$ cat config.mk
export PLATFORM = sky130hd
export DESIGN_NAME = cam_regfile_ctrl
export DESIGN_NICKNAME = d
export VERILOG_FILES = /design/src/rtl/cam_pkg.sv /design/src/rtl/cam_prio_enc.sv /design/src/rtl/cam_regfile_ctrl.sv
export SDC_FILE = /design/constraint.sdc
export NUM_CORES = 1
export LEC_CHECK = 0
export ABC_AREA = 1
export CAP_MARGIN = 20
export CORE_MARGIN = 5
export CORE_UTILIZATION = 53
export DETAILED_ROUTE_END_ITERATION = 10
export PLACE_DENSITY = 0.86
export SYNTH_ARGS = -nofsm -noshare
export SYNTH_HDL_FRONTEND = slang
export SYNTH_HIERARCHICAL = 1
export SYNTH_SLANG_ARGS = --single-unit
$ cat constraint.sdc
create_clock -name clk -period 3.4 [get_ports clk]
set_clock_uncertainty 0.2 [all_clocks]
set_input_delay 0.85 -clock clk [delete_from_list [all_inputs] [get_ports clk]]
set_output_delay 0.85 -clock clk [all_outputs]
set_load 0.05 [all_outputs]
$ cat src/rtl/cam_pkg.sv
// ============================================================================
// Module   : cam_pkg
// Purpose  : Shared opcode and FSM state types for the CAM register file.
// Revision : 1.0  initial release
// ============================================================================
`default_nettype none

package cam_pkg;

  typedef enum logic [1:0] {
    CAM_LOOKUP      = 2'd0,
    CAM_REPLACE_ALL = 2'd1,
    CAM_WRITE_ADDR  = 2'd2,
    CAM_ENUM        = 2'd3
  } cam_op_t;

  typedef enum logic [0:0] {
    S_IDLE = 1'b0,
    S_ENUM = 1'b1
  } cam_state_t;

endpackage

`default_nettype wire

$ cat src/rtl/cam_prio_enc.sv
// ============================================================================
// Module   : cam_prio_enc
// Purpose  : Reduces a match vector to any-hit, lowest/highest index, popcount.
// Revision : 1.0  initial release
// ============================================================================
`default_nettype none

module cam_prio_enc #(
  parameter  int DEPTH = 8,
  localparam int AW    = $clog2(DEPTH),
  localparam int CW    = $clog2(DEPTH + 1)
) (
  input  logic [DEPTH-1:0] match,
  output logic             any,
  output logic [AW-1:0]    lowest,
  output logic [AW-1:0]    highest,
  output logic [CW-1:0]    count
);

  // Scan directions are opposite so the last assignment wins as the extreme index.
  always_comb begin
    lowest  = '0;
    highest = '0;
    count   = '0;
    for (int i = DEPTH - 1; i >= 0; i--) begin
      if (match[i]) lowest = AW'(i);
    end
    for (int i = 0; i < DEPTH; i++) begin
      if (match[i]) highest = AW'(i);
      count = count + CW'(match[i]);
    end
  end

  assign any = |match;

endmodule

`default_nettype wire

$ cat src/rtl/cam_regfile_ctrl.sv
// ============================================================================
// Module   : cam_regfile_ctrl
// Purpose  : Parametrised content-addressable register file with lookup,
//            replace-all, direct write and multi-beat match enumeration.
// Revision : 1.0  initial release
// ============================================================================
`default_nettype none

module cam_regfile_ctrl
  import cam_pkg::*;
#(
  parameter  int DATA_W    = 4,
  parameter  int DEPTH     = 8,
  parameter  int INIT_BASE = 8,
  localparam int AW        = $clog2(DEPTH),
  localparam int CW        = $clog2(DEPTH + 1)
) (
  input  logic              clk,
  input  logic              init,
  input  logic              req_valid,
  output logic              req_ready,
  input  logic [1:0]        req_op,
  input  logic [DATA_W-1:0] req_key,
  input  logic [DATA_W-1:0] req_data,
  input  logic [AW-1:0]     req_addr,
  output logic              rsp_valid,
  output logic              rsp_hit,
  output logic [AW-1:0]     rsp_min,
  output logic [AW-1:0]     rsp_max,
  output logic [CW-1:0]     rsp_count,
  output logic [AW-1:0]     rsp_addr,
  output logic              rsp_last
);

  logic [DATA_W-1:0] r_mem [DEPTH];
  cam_state_t        r_state;
  cam_state_t        w_state_nxt;
  logic [DEPTH-1:0]  r_snap;
  logic [DEPTH-1:0]  w_snap_nxt;

  logic [DEPTH-1:0]  w_match;
  logic [DEPTH-1:0]  w_wr_en;
  logic              w_accept;
  logic              w_addr_ok;
  cam_op_t           w_op;

  logic              w_live_any;
  logic [AW-1:0]     w_live_min;
  logic [AW-1:0]     w_live_max;
  logic [CW-1:0]     w_live_count;

  logic              w_snap_any;
  logic [AW-1:0]     w_snap_min;
  logic [AW-1:0]     w_snap_max;
  logic [CW-1:0]     w_snap_count;
  logic              w_unused_snap;

  logic              w_valid_nxt;
  logic              w_hit_nxt;
  logic [AW-1:0]     w_min_nxt;
  logic [AW-1:0]     w_max_nxt;
  logic [CW-1:0]     w_count_nxt;
  logic [AW-1:0]     w_addr_nxt;
  logic              w_last_nxt;

  assign w_op      = cam_op_t'(req_op);
  assign req_ready = ~init & (r_state == S_IDLE);
  assign w_accept  = req_valid & req_ready;

  // Only a non-power-of-two depth leaves address codes without a backing entry.
  if (DEPTH == (1 << AW)) begin : g_addr_full
    assign w_addr_ok = 1'b1;
  end else begin : g_addr_partial
    localparam logic [AW:0] c_depth = (AW + 1)'(DEPTH);
    assign w_addr_ok = ({1'b0, req_addr} < c_depth);
  end

  always_comb begin
    for (int i = 0; i < DEPTH; i++) begin
      w_match[i] = (r_mem[i] == req_key);
    end
  end

  cam_prio_enc #(.DEPTH(DEPTH)) u_enc_live (
    .match   (w_match),
    .any     (w_live_any),
    .lowest  (w_live_min),
    .highest (w_live_max),
    .count   (w_live_count)
  );

  cam_prio_enc #(.DEPTH(DEPTH)) u_enc_snap (
    .match   (r_snap),
    .any     (w_snap_any),
    .lowest  (w_snap_min),
    .highest (w_snap_max),
    .count   (w_snap_count)
  );

  assign w_unused_snap = ^{w_snap_any, w_snap_max};

  always_comb begin
    w_wr_en = '0;
    if (w_accept) begin
      for (int i = 0; i < DEPTH; i++) begin
        if ((w_op == CAM_REPLACE_ALL && w_match[i]) ||
            (w_op == CAM_WRITE_ADDR && req_addr == AW'(i))) begin
          w_wr_en[i] = 1'b1;
        end
      end
    end
  end

  always_ff @(posedge clk or posedge init) begin
    if (init) begin
      for (int i = 0; i < DEPTH; i++) begin
        r_mem[i] <= DATA_W'(INIT_BASE + i);
      end
    end else begin
      for (int i = 0; i < DEPTH; i++) begin
        if (w_wr_en[i]) r_mem[i] <= req_data;
      end
    end
  end

  always_ff @(posedge clk or posedge init) begin
    if (init) r_state <= S_IDLE;
    else      r_state <= w_state_nxt;
  end

  // The first ENUM beat is taken straight from the live vector; the snapshot
  // holds only the indices still to be emitted.
  always_comb begin
    w_state_nxt = r_state;
    w_snap_nxt  = r_snap;
    w_valid_nxt = 1'b0;
    w_hit_nxt   = rsp_hit;
    w_min_nxt   = rsp_min;
    w_max_nxt   = rsp_max;
    w_count_nxt = rsp_count;
    w_addr_nxt  = rsp_addr;
    w_last_nxt  = rsp_last;
    case (r_state)
      S_IDLE: begin
        if (w_accept) begin
          w_valid_nxt = 1'b1;
          w_hit_nxt   = w_live_any;
          w_min_nxt   = w_live_min;
          w_max_nxt   = w_live_max;
          w_count_nxt = w_live_count;
          w_addr_nxt  = w_live_min;
          w_last_nxt  = 1'b1;
          if (w_op == CAM_WRITE_ADDR) begin
            w_hit_nxt   = w_addr_ok;
            w_min_nxt   = w_addr_ok ? req_addr : '0;
            w_max_nxt   = w_addr_ok ? req_addr : '0;
            w_addr_nxt  = w_addr_ok ? req_addr : '0;
            w_count_nxt = w_addr_ok ? CW'(1) : '0;
          end else if (w_op == CAM_ENUM) begin
            w_snap_nxt = w_match & (w_match - DEPTH'(1));
            w_last_nxt = (w_live_count <= CW'(1));
            if (w_live_count > CW'(1)) w_state_nxt = S_ENUM;
          end
        end
      end
      S_ENUM: begin
        w_valid_nxt = 1'b1;
        w_addr_nxt  = w_snap_min;
        w_snap_nxt  = r_snap & (r_snap - DEPTH'(1));
        w_last_nxt  = (w_snap_count == CW'(1));
        if (w_snap_count == CW'(1)) w_state_nxt = S_IDLE;
      end
      default: w_state_nxt = S_IDLE;
    endcase
  end

  always_ff @(posedge clk or posedge init) begin
    if (init) begin
      r_snap    <= '0;
      rsp_valid <= 1'b0;
      rsp_hit   <= 1'b0;
      rsp_min   <= '0;
      rsp_max   <= '0;
      rsp_count <= '0;
      rsp_addr  <= '0;
      rsp_last  <= 1'b0;
    end else begin
      r_snap    <= w_snap_nxt;
      rsp_valid <= w_valid_nxt;
      rsp_hit   <= w_hit_nxt;
      rsp_min   <= w_min_nxt;
      rsp_max   <= w_max_nxt;
      rsp_count <= w_count_nxt;
      rsp_addr  <= w_addr_nxt;
      rsp_last  <= w_last_nxt;
    end
  end

endmodule

`default_nettype wire

# ---- Word-level counts from Yosys, hierarchy flattened
# Cells that the tools add are included.
dict set report op_classes {
  add_sub_neg 16
  multipliers 0
  div_mod_pow 0
  n_lt_le_gt_ge 2
  n_eq_ne 22
  n_shift 0
  mux 54
  bitwise 6
  reduce_logical 28
}
# cell count
set op_table {}
lappend op_table {{$mux 3} 23}
lappend op_table {{$add 4x1->4} 12}
lappend op_table {{$eq 4x4->1} 8}
lappend op_table {{$mux 8} 4}
lappend op_table {{$mux 1} 19}
lappend op_table {{$and 8x8->8} 2}
lappend op_table {{$logic_and 1x1->1} 16}
lappend op_table {{$pmux 8 s2} 1}
lappend op_table {{$sub 8x1->8 const B} 2}
lappend op_table {{$eq 3x3->1 const B} 4}
lappend op_table {{$logic_or 1x1->1} 8}
lappend op_table {{$reduce_or 8->1} 1}
lappend op_table {{$eq 3x2->1 const B} 2}
lappend op_table {{$pmux 1 s2} 3}
lappend op_table {{$pmux 3 s2} 1}
lappend op_table {{$add 1x1->2} 2}
lappend op_table {{$eq 2x2->1 const B} 2}
lappend op_table {{$eq 4x1->1 const B} 1}
lappend op_table {{$gt 4x1->1 const B} 1}
lappend op_table {{$le 4x1->1 const B} 1}
lappend op_table {{$mux 2} 2}
lappend op_table {{$mux 4} 1}
lappend op_table {{$ne 2x2->1 const B} 2}
lappend op_table {{$eq 3x1->1 const B} 1}
lappend op_table {{7 further kinds} 9}
dict set report word_totals {
  reg_bits 57
  latchBits 0
  ramBits 0
  romBits 0
  n_memories 0
}

# ---- Depth between registers and ports, before layout
# Gate-level depths: netlist of the first run.
dict set report depth {
  depth_word 14
  depth_mapped 18
  mapped_depth_nobuf 17
}

# ---- Hierarchy
# Netlist of the first run, hierarchy kept.
# mod n_inst cells_each area_each_um2 seq_area_each_um2
set modules_own_cells {}
lappend modules_own_cells {cam_regfile_ctrl 1 439 3151.8 1426.4}
lappend modules_own_cells {cam_prio_enc 2 47 312.8 0.0}

# ---- Least setup slack after synthesis of the first run
# Ideal clock, no wire load.
dict set report synth_path {
  path_type {input to register}
  from {input port req_key[3]}
  to {register rsp_last}
  setup_ps 66
  arrival_time_ps 3615
  required_time_ps 3134
  path_slack_ps -481
  path_stages 17
  n_path_buf 1
  path_cell_list {buf_4 > inv_4 > nand2_1 > nand2_1 > nor2_1 > nand2_1 > inv_1 > fa_1 > inv_1 > fa_1 > inv_1 > ha_1 > inv_1 > fa_1 > xnor2_1 > o31ai_1 > o211a_1}
}
dict set report synth_via {
  word_cells_on_any_way 20
  classes_between {add/sub (7); order compare (1); eq/ne (8); mux (4)}
}
# item line_no
set synth_lines {}
lappend synth_lines {{from (decl)} cam_regfile_ctrl.sv:23} ;# input logic [DATA_W-1:0] req_key,
lappend synth_lines {{$eq 4x4->1} cam_regfile_ctrl.sv:80} ;# w_match[i] = (r_mem[i] == req_key);
lappend synth_lines {{named net w_match[3]} cam_regfile_ctrl.sv:41} ;# logic [DEPTH-1:0] w_match;
lappend synth_lines {{$add 4x1->4 (5 in series)} cam_prio_enc.sv:30} ;# count = count + CW'(match[i]);
lappend synth_lines {{named net w_live_count[2]} cam_regfile_ctrl.sv:50} ;# logic [CW-1:0] w_live_count;
lappend synth_lines {{$le 4x1->1} cam_regfile_ctrl.sv:161} ;# w_last_nxt = (w_live_count <= CW'(1));
lappend synth_lines {{$mux 1} cam_regfile_ctrl.sv:159} ;# end else if (w_op == CAM_ENUM) begin
lappend synth_lines {{$mux 1} cam_regfile_ctrl.sv:153} ;# if (w_op == CAM_WRITE_ADDR) begin
lappend synth_lines {{$mux 1} cam_regfile_ctrl.sv:145} ;# if (w_accept) begin
lappend synth_lines {{$pmux 1 s2} cam_regfile_ctrl.sv:143} ;# case (r_state)
lappend synth_lines {{to (signal assigned)} cam_regfile_ctrl.sv:195} ;# rsp_last <= w_last_nxt;
lappend synth_lines {{to (decl)} cam_regfile_ctrl.sv:32} ;# output logic rsp_last
# The timed path passes the listed nets, and every way through them passes these cells. The select of a mux whose other input is x is not followed.
# A chain may end at the register's enable or synchronous reset.

# ---- Worst setup path in the final report of the first run
dict set report layout_path {
  from {input port req_key[3]}
  to {register rsp_last}
}
dict set report layout_via {
  word_cells_on_any_way 20
  classes_between {add/sub (7); order compare (1); eq/ne (8); mux (4)}
}
# item line_no
set layout_lines {}
lappend layout_lines {{$eq 4x4->1} cam_regfile_ctrl.sv:80}
lappend layout_lines {{named net w_match[6]} cam_regfile_ctrl.sv:41}
lappend layout_lines {{$add 4x1->4 (2 in series)} cam_prio_enc.sv:30}
lappend layout_lines {{named net w_live_count[2]} cam_regfile_ctrl.sv:50}
lappend layout_lines {{$le 4x1->1} cam_regfile_ctrl.sv:161}
lappend layout_lines {{$mux 1} cam_regfile_ctrl.sv:159}
lappend layout_lines {{$mux 1} cam_regfile_ctrl.sv:153}
lappend layout_lines {{$mux 1} cam_regfile_ctrl.sv:145}
lappend layout_lines {{$pmux 1 s2} cam_regfile_ctrl.sv:143}
# The timed path passes the listed nets, and every way through them passes these cells. The select of a mux whose other input is x is not followed.

==> results.cfg, run 1 <==
[floorplan]
dieArea_um2 = 8818
die_y_um = 93.91
core_um2 = 6832
fp.dieW_um = 93.91
row_count = 30
io-pin-count = 33
start_util = 0.5462

[placement]
preCtsSetupSlack_ps = -947.0
numPortBuffers = 32
place_inst = 677
gp_congestion = 0.9650
dp_hpwl_mm = 7.276

[worst_setup_path]
path_cells = buf_8 -> buf_8 -> clkinv_8 -> nand2_1 -> nand2_1 -> nor2_1 -> nand2_2 -> inv_2 -> fa_1 -> inv_1 -> fa_2 -> inv_2 -> ha_4 -> inv_2 -> fa_2 -> xnor2_4 -> o31ai_4 -> o211a_1
criticalPathCategory = in -> reg
critPathTopFamily = adder cells
crit_top_cell = inv_2
arrival_ps = 3740
timing.critical_path.buf_inv = 7
critPathCaptureType = register
ff2ff_setup_slack_ps = -150
slowest_stage = fa_1
cp-start-kind = input port
max_stage_delay_ps = 460
worst_ep_required_time_ps = 3460
crit_path_max_fanout = 8

[timing]
tns_ps = -868.3
fmax_mhz = 272.1
hold_violations = 0
layout_setup_ws_ps = -274.7
rsz0062_at_grt = yes
layout_worst_path_cycle_share = 1.081
finalCriticalPeriod_ps = 3675
worst_pin_slew_ps = 639.0
slew_violations = 0
slew-limit-headroom = 0.5734
setup_viol = 5

[final_layout]
final_core_util = 0.7322
num-nets-final = 659
drive_above_1_share = 0.3206
area_growth_pct = 34.07
diodes = 0
fin_cells = 726

[pwr]
power.share.clock = 0.113
powerDensity_nw_per_um2 = 652.5
swShare = 0.4610
pwr-share-seq = 0.337
comb_power_share = 0.549
p_leak_nw = 2.601
p_int_mw = 1.760
switchingPower_mw = 1.505
p_total_mw = 3.264
irDropWorstVdd_uv = 385.6

[route]
wl_per_cell_um = 18.25
routed_via_density = 5.832
drtAntennaViolNets = 0
wl_mm = 13.25
drtIter0Drc = 578
drt_pre_antenna_iters = 9
vias = 4234
drc = 1

[global_routing]
grt_remaining_overflow = 0
grt_usage = 0.3046
grt_pass1_wl_mm = 20.70
grt_pass1_vias = 4240
grt_max_degree = 30
antenna_found_initial = 0

[synth]
synth_cells = 525
syn_area_per_cell_um2 = 7.107
syn_area_um2 = 3731
yosysWarnings = 6

[status]
violations = design-rule violations, negative setup slack
status = complete, but fails checks

[clocking]
clkSinkCount = 56
h-tree-depth = 2
clk_latency_ps = 320
cts_tree = built
cts_root_buffer = clkbuf_8
cts_buffers = 5
clk_pin_slew_worst_paths_ps = 100
cts_buffer_depth = 2

[worst_hold_path]
hp-class = reg -> reg

[job]
cap_viol_max_count = 0
-- placed cells by master, fill, tap and decap left out, drive strengths merged, types with 7 or more instances in the layout --
cell type      count
nor2              36
o22ai              9
buf               76
clkdlybuf4s50     27
nand2            217
fa                 8
o21ai             38
inv               96
dfstp             20
a21oi             11
nand3             16
clkbuf             7
dfrtp             36
-- area by class of cell --
| type | count | area (um2) |
|---|---|---|
| multi-input combinational | 366 | 2086 |
| fill | 481 | 1829 |
| sequential | 56 | 1426 |
| timing repair buffer | 103 | 885.9 |
| inverter | 97 | 399.1 |
| tap | 96 | 120.1 |
| clock buffer | 7 | 76.32 |
| clock inverter | 1 | 8.758 |
-- per-stage QoR --
step	hold slack [ps]	cell area [um2]
floorplan	248.3	3800
global placement	264.8	4378
detailed placement	263.5	4378
CTS	278.5	4916
global route	312.2	5002
finish	273.3	5002
-- power by group through the flow --
| stage | Clock, mW | Sequential [mW] | Combinational (mW) |
|---|---|---|---|
| after global routing | 0.397 | 1.12 | 1.94 |
| after global placement | 0 | 1.07 | 1.36 |
| final | 0.370 | 1.10 | 1.79 |
| after CTS | 0.376 | 1.07 | 1.58 |
| after floorplan | 0 | 1.25 | 0.798 |
| after detailed placement | 0 | 1.08 | 1.42 |
-- repair_timing --
item | CTS | global route
buffers inserted | 47 | 5
cloned | 2 | 0
hold buffers | 0 | 0
hold endpoints to repair | 0 | 0
resized for setup | 45 | 46
pin swaps | 21 | 37
setup endpoints to repair | 6 | 26
-- layer usage --
metal / part of all wire / track usage / up-vias
li1: - / - / 1810
met1: 0.33 / 0.3287 / 1928
met2: 0.47 / 0.4991 / 356
met3: 0.10 / 0.08494 / 140
met4: 0.096 / 0.2395 / 0
met5: 0 / 0 / -
-- worst min-delay path, cell delays in order, from the launching register on --
cell and delay, ps:
dfstp_2 390, nand2_1 50, nand2_1 40
-- sequential cells by signal, indices dropped and copies added (netlist names) --
name and count:
r_mem 32, r_snap 7, rsp_count 4, rsp_addr 3, rsp_max 3, rsp_min 3, r_state 1, rsp_hit 1
rsp_last 1, rsp_valid 1
-- final timing paths --
check,startpoint,to,depth (start not counted)
min,r_mem[1]$_DFFE_PP1P_,r_mem[1]$_DFFE_PP1P_,2
max in group asynchronous,init,r_mem[11]$_DFFE_PP1P_,3
max,req_key[3],rsp_last$_DFFE_PP0P_,18
min reg2reg,r_mem[1]$_DFFE_PP1P_,r_mem[1]$_DFFE_PP1P_,2
max reg2reg,r_mem[24]$_DFFE_PP1P_,rsp_last$_DFFE_PP0P_,16
min in group asynchronous,init,rsp_min[2]$_DFFE_PP0P_,2
Power figures use the tool's default switching activity.
==> run 2, diff against run 1 <==
--- a/config.mk
+++ b/config.mk
@@ -9,6 +9,7 @@
 export CAP_MARGIN = 20
 export CORE_MARGIN = 5
 export CORE_UTILIZATION = 53
+export CTS_BUF_LIST = sky130_fd_sc_hd__clkbuf_16
 export DETAILED_ROUTE_END_ITERATION = 10
 export PLACE_DENSITY = 0.86
 export SYNTH_ARGS = -nofsm -noshare
==> run 2 against run 1 <==
- sequential share of layout area rose by 0.27 points
- first-iteration DRC count is 30% lower
- highest routed layer unchanged
- maximum frequency fell by 4.4%
- clock power increased by 38%
- core utilization fell by 0.68 points
- count of clock-buffer cells in the layout shrank 2
- final cell count fell by 1.5%
- flip-flop and latch count stayed put
- the run ends with negative setup slack left
- critical endpoint unchanged
- sequential power barely moved
- register-to-register slack lost 100 ps
- die area stayed put
- hold slack got worse by 3.3 ps
==> results.cfg, run 2 (synthesized netlist as in run 1, its figures left out) <==
[pwr]
p_leak_nw = 2.581
powerDensity_nw_per_um2 = 666.1
comb_power_share = 0.513
power.share.clock = 0.155
p_total_mw = 3.301
switchingPower_mw = 1.456
irDropWorstVdd_uv = 385.7
swShare = 0.4411
pwr-share-seq = 0.332
p_int_mw = 1.845

[global_routing]
grt_usage = 0.2703
antenna_found_initial = 0
grt_max_degree = 30
grt_remaining_overflow = 0
grt_pass1_wl_mm = 18.57
grt_pass1_vias = 3932

[final_layout]
area_growth_pct = 32.83
top_regs = r_mem x32, r_snap x7, rsp_count x4
diodes = 0
mostFrequentLayoutCells = nand2_1 (176), inv_1 (75), buf_4 (55)
largest_reg_flops = 32
final_common_cell = nand2_1
stdcell_area_um2 = 4956
num-nets-final = 648
top_register = r_mem
drive_above_1_share = 0.3086

[worst_setup_path]
worst_ep_required_time_ps = 3440
cp-start-kind = input port
path_cells = buf_8 -> buf_8 -> clkinv_8 -> nand2_4 -> nand2_4 -> nor2_4 -> nand2_2 -> inv_2 -> fa_1 -> inv_1 -> fa_1 -> inv_1 -> ha_2 -> inv_2 -> fa_2 -> xnor2_4 -> o31ai_4 -> o211a_1
timing.critical_path.buf_inv = 7
critPathCaptureType = register
arrival_ps = 3880
criticalPathCategory = in -> reg
slowest_stage = fa_1
max_stage_delay_ps = 560
crit_path_max_fanout = 8
critPathTopFamily = adder cells
ff2ff_setup_slack_ps = -250

[timing]
hold_slack_ps = 270.0
setup_viol = 5
finalCriticalPeriod_ps = 3843
tns_ps = -1605
slew_violations = 0
hold_violations = 0
layout_setup_ws_ps = -443.2
layout_worst_path_cycle_share = 1.130
fmax_mhz = 260.2
worst_pin_slew_ps = 652.4
rsz0062_at_grt = yes
slew-limit-headroom = 0.5645

[floorplan]
row_count = 30
core_um2 = 6832
fp.dieW_um = 93.91
io-pin-count = 33
start_util = 0.5462
dieArea_um2 = 8818
die_y_um = 93.91

[route]
vias = 4019
wl_mm = 12.24
wl_per_cell_um = 17.12
drc = 0
routed_via_density = 5.621
drt_pre_antenna_iters = 6
drtAntennaViolNets = 0
drtIter0Drc = 404

[clocking]
clkSinkCount = 56
cts_buffer_depth = 2
cts_root_buffer = clkbuf_16
cts_tree = built
cts_buffers = 5
clk_latency_ps = 300
h-tree-depth = 2
clk_pin_slew_worst_paths_ps = 70

[placement]
place_area_um2 = 4378
gp_congestion = 0.9650
numPortBuffers = 32
dp_hpwl_mm = 7.276

[status]
status = complete, but fails checks
violations = negative setup slack

[worst_hold_path]
hp-class = reg -> reg

[job]
cap_viol_max_count = 0
[run 2: routing by layer]
metal	track usage	wire length, um	vias to the layer above
met5	0	0	-
met4	0.1685	937	0
met3	0.05128	896	101
met2	0.4654	6064	259
met1	0.3062	4340	1877
li1	-	-	1782
[run 2: power groups by stage]
stage / registers (mW) / clock network [mW] / logic [mW]
after CTS: 1.07 / 0.507 / 1.54
final: 1.09 / 0.512 / 1.69
after global placement: 1.07 / 0 / 1.36
after detailed placement: 1.08 / 0 / 1.42
after global routing: 1.12 / 0.540 / 1.83
after floorplan: 1.25 / 0 / 0.798
[run 2: tightest hold or removal path, cell delays in order (launching register included)]
cell,delay (ps)
dfstp_2,380
nand2_1,50
nand2_1,40
[run 2: final timing paths]
check,from,depth (start not counted),endpoint
min in group asynchronous,init,2,rsp_min[2]$_DFFE_PP0P_
worst max register to register,r_mem[15]$_DFFE_PP1P_,16,rsp_last$_DFFE_PP0P_
worst min register to register,r_mem[1]$_DFFE_PP1P_,2,r_mem[1]$_DFFE_PP1P_
max in group asynchronous,init,3,r_mem[11]$_DFFE_PP1P_
worst max-delay path,req_key[3],18,rsp_last$_DFFE_PP0P_
worst min-delay path,r_mem[1]$_DFFE_PP1P_,2,r_mem[1]$_DFFE_PP1P_
[run 2: layout make-up]
class	instances	area [um2]
Sequential cell	56	1426
Clock buffer	5	125.1
Inverter	97	396.6
Timing Repair Buffer	92	805.8
Clock inverter	3	16.27
Multi-Input combinational cell	366	2066
Fill cell	487	1876
Tap cell	96	120.1
[run 2: through the flow]
step                worst slack [ps]  utilization  cells
floorplan                     -353.2            -    528
global placement              -903.5       0.6408    677
detailed placement            -947.0       0.6408    677
CTS                           -308.6       0.7079    717
global route                  -474.3       0.7255    715
finish                        -443.2       0.7255    715
[run 2: timing repair]
action                     4_1_cts  5_1_grt
resized for setup               45       44
hold buffers                     0        0
gates cloned                     2        0
setup buffers                   30        7
setup endpoints to repair        6       21
pin swaps                       20       32
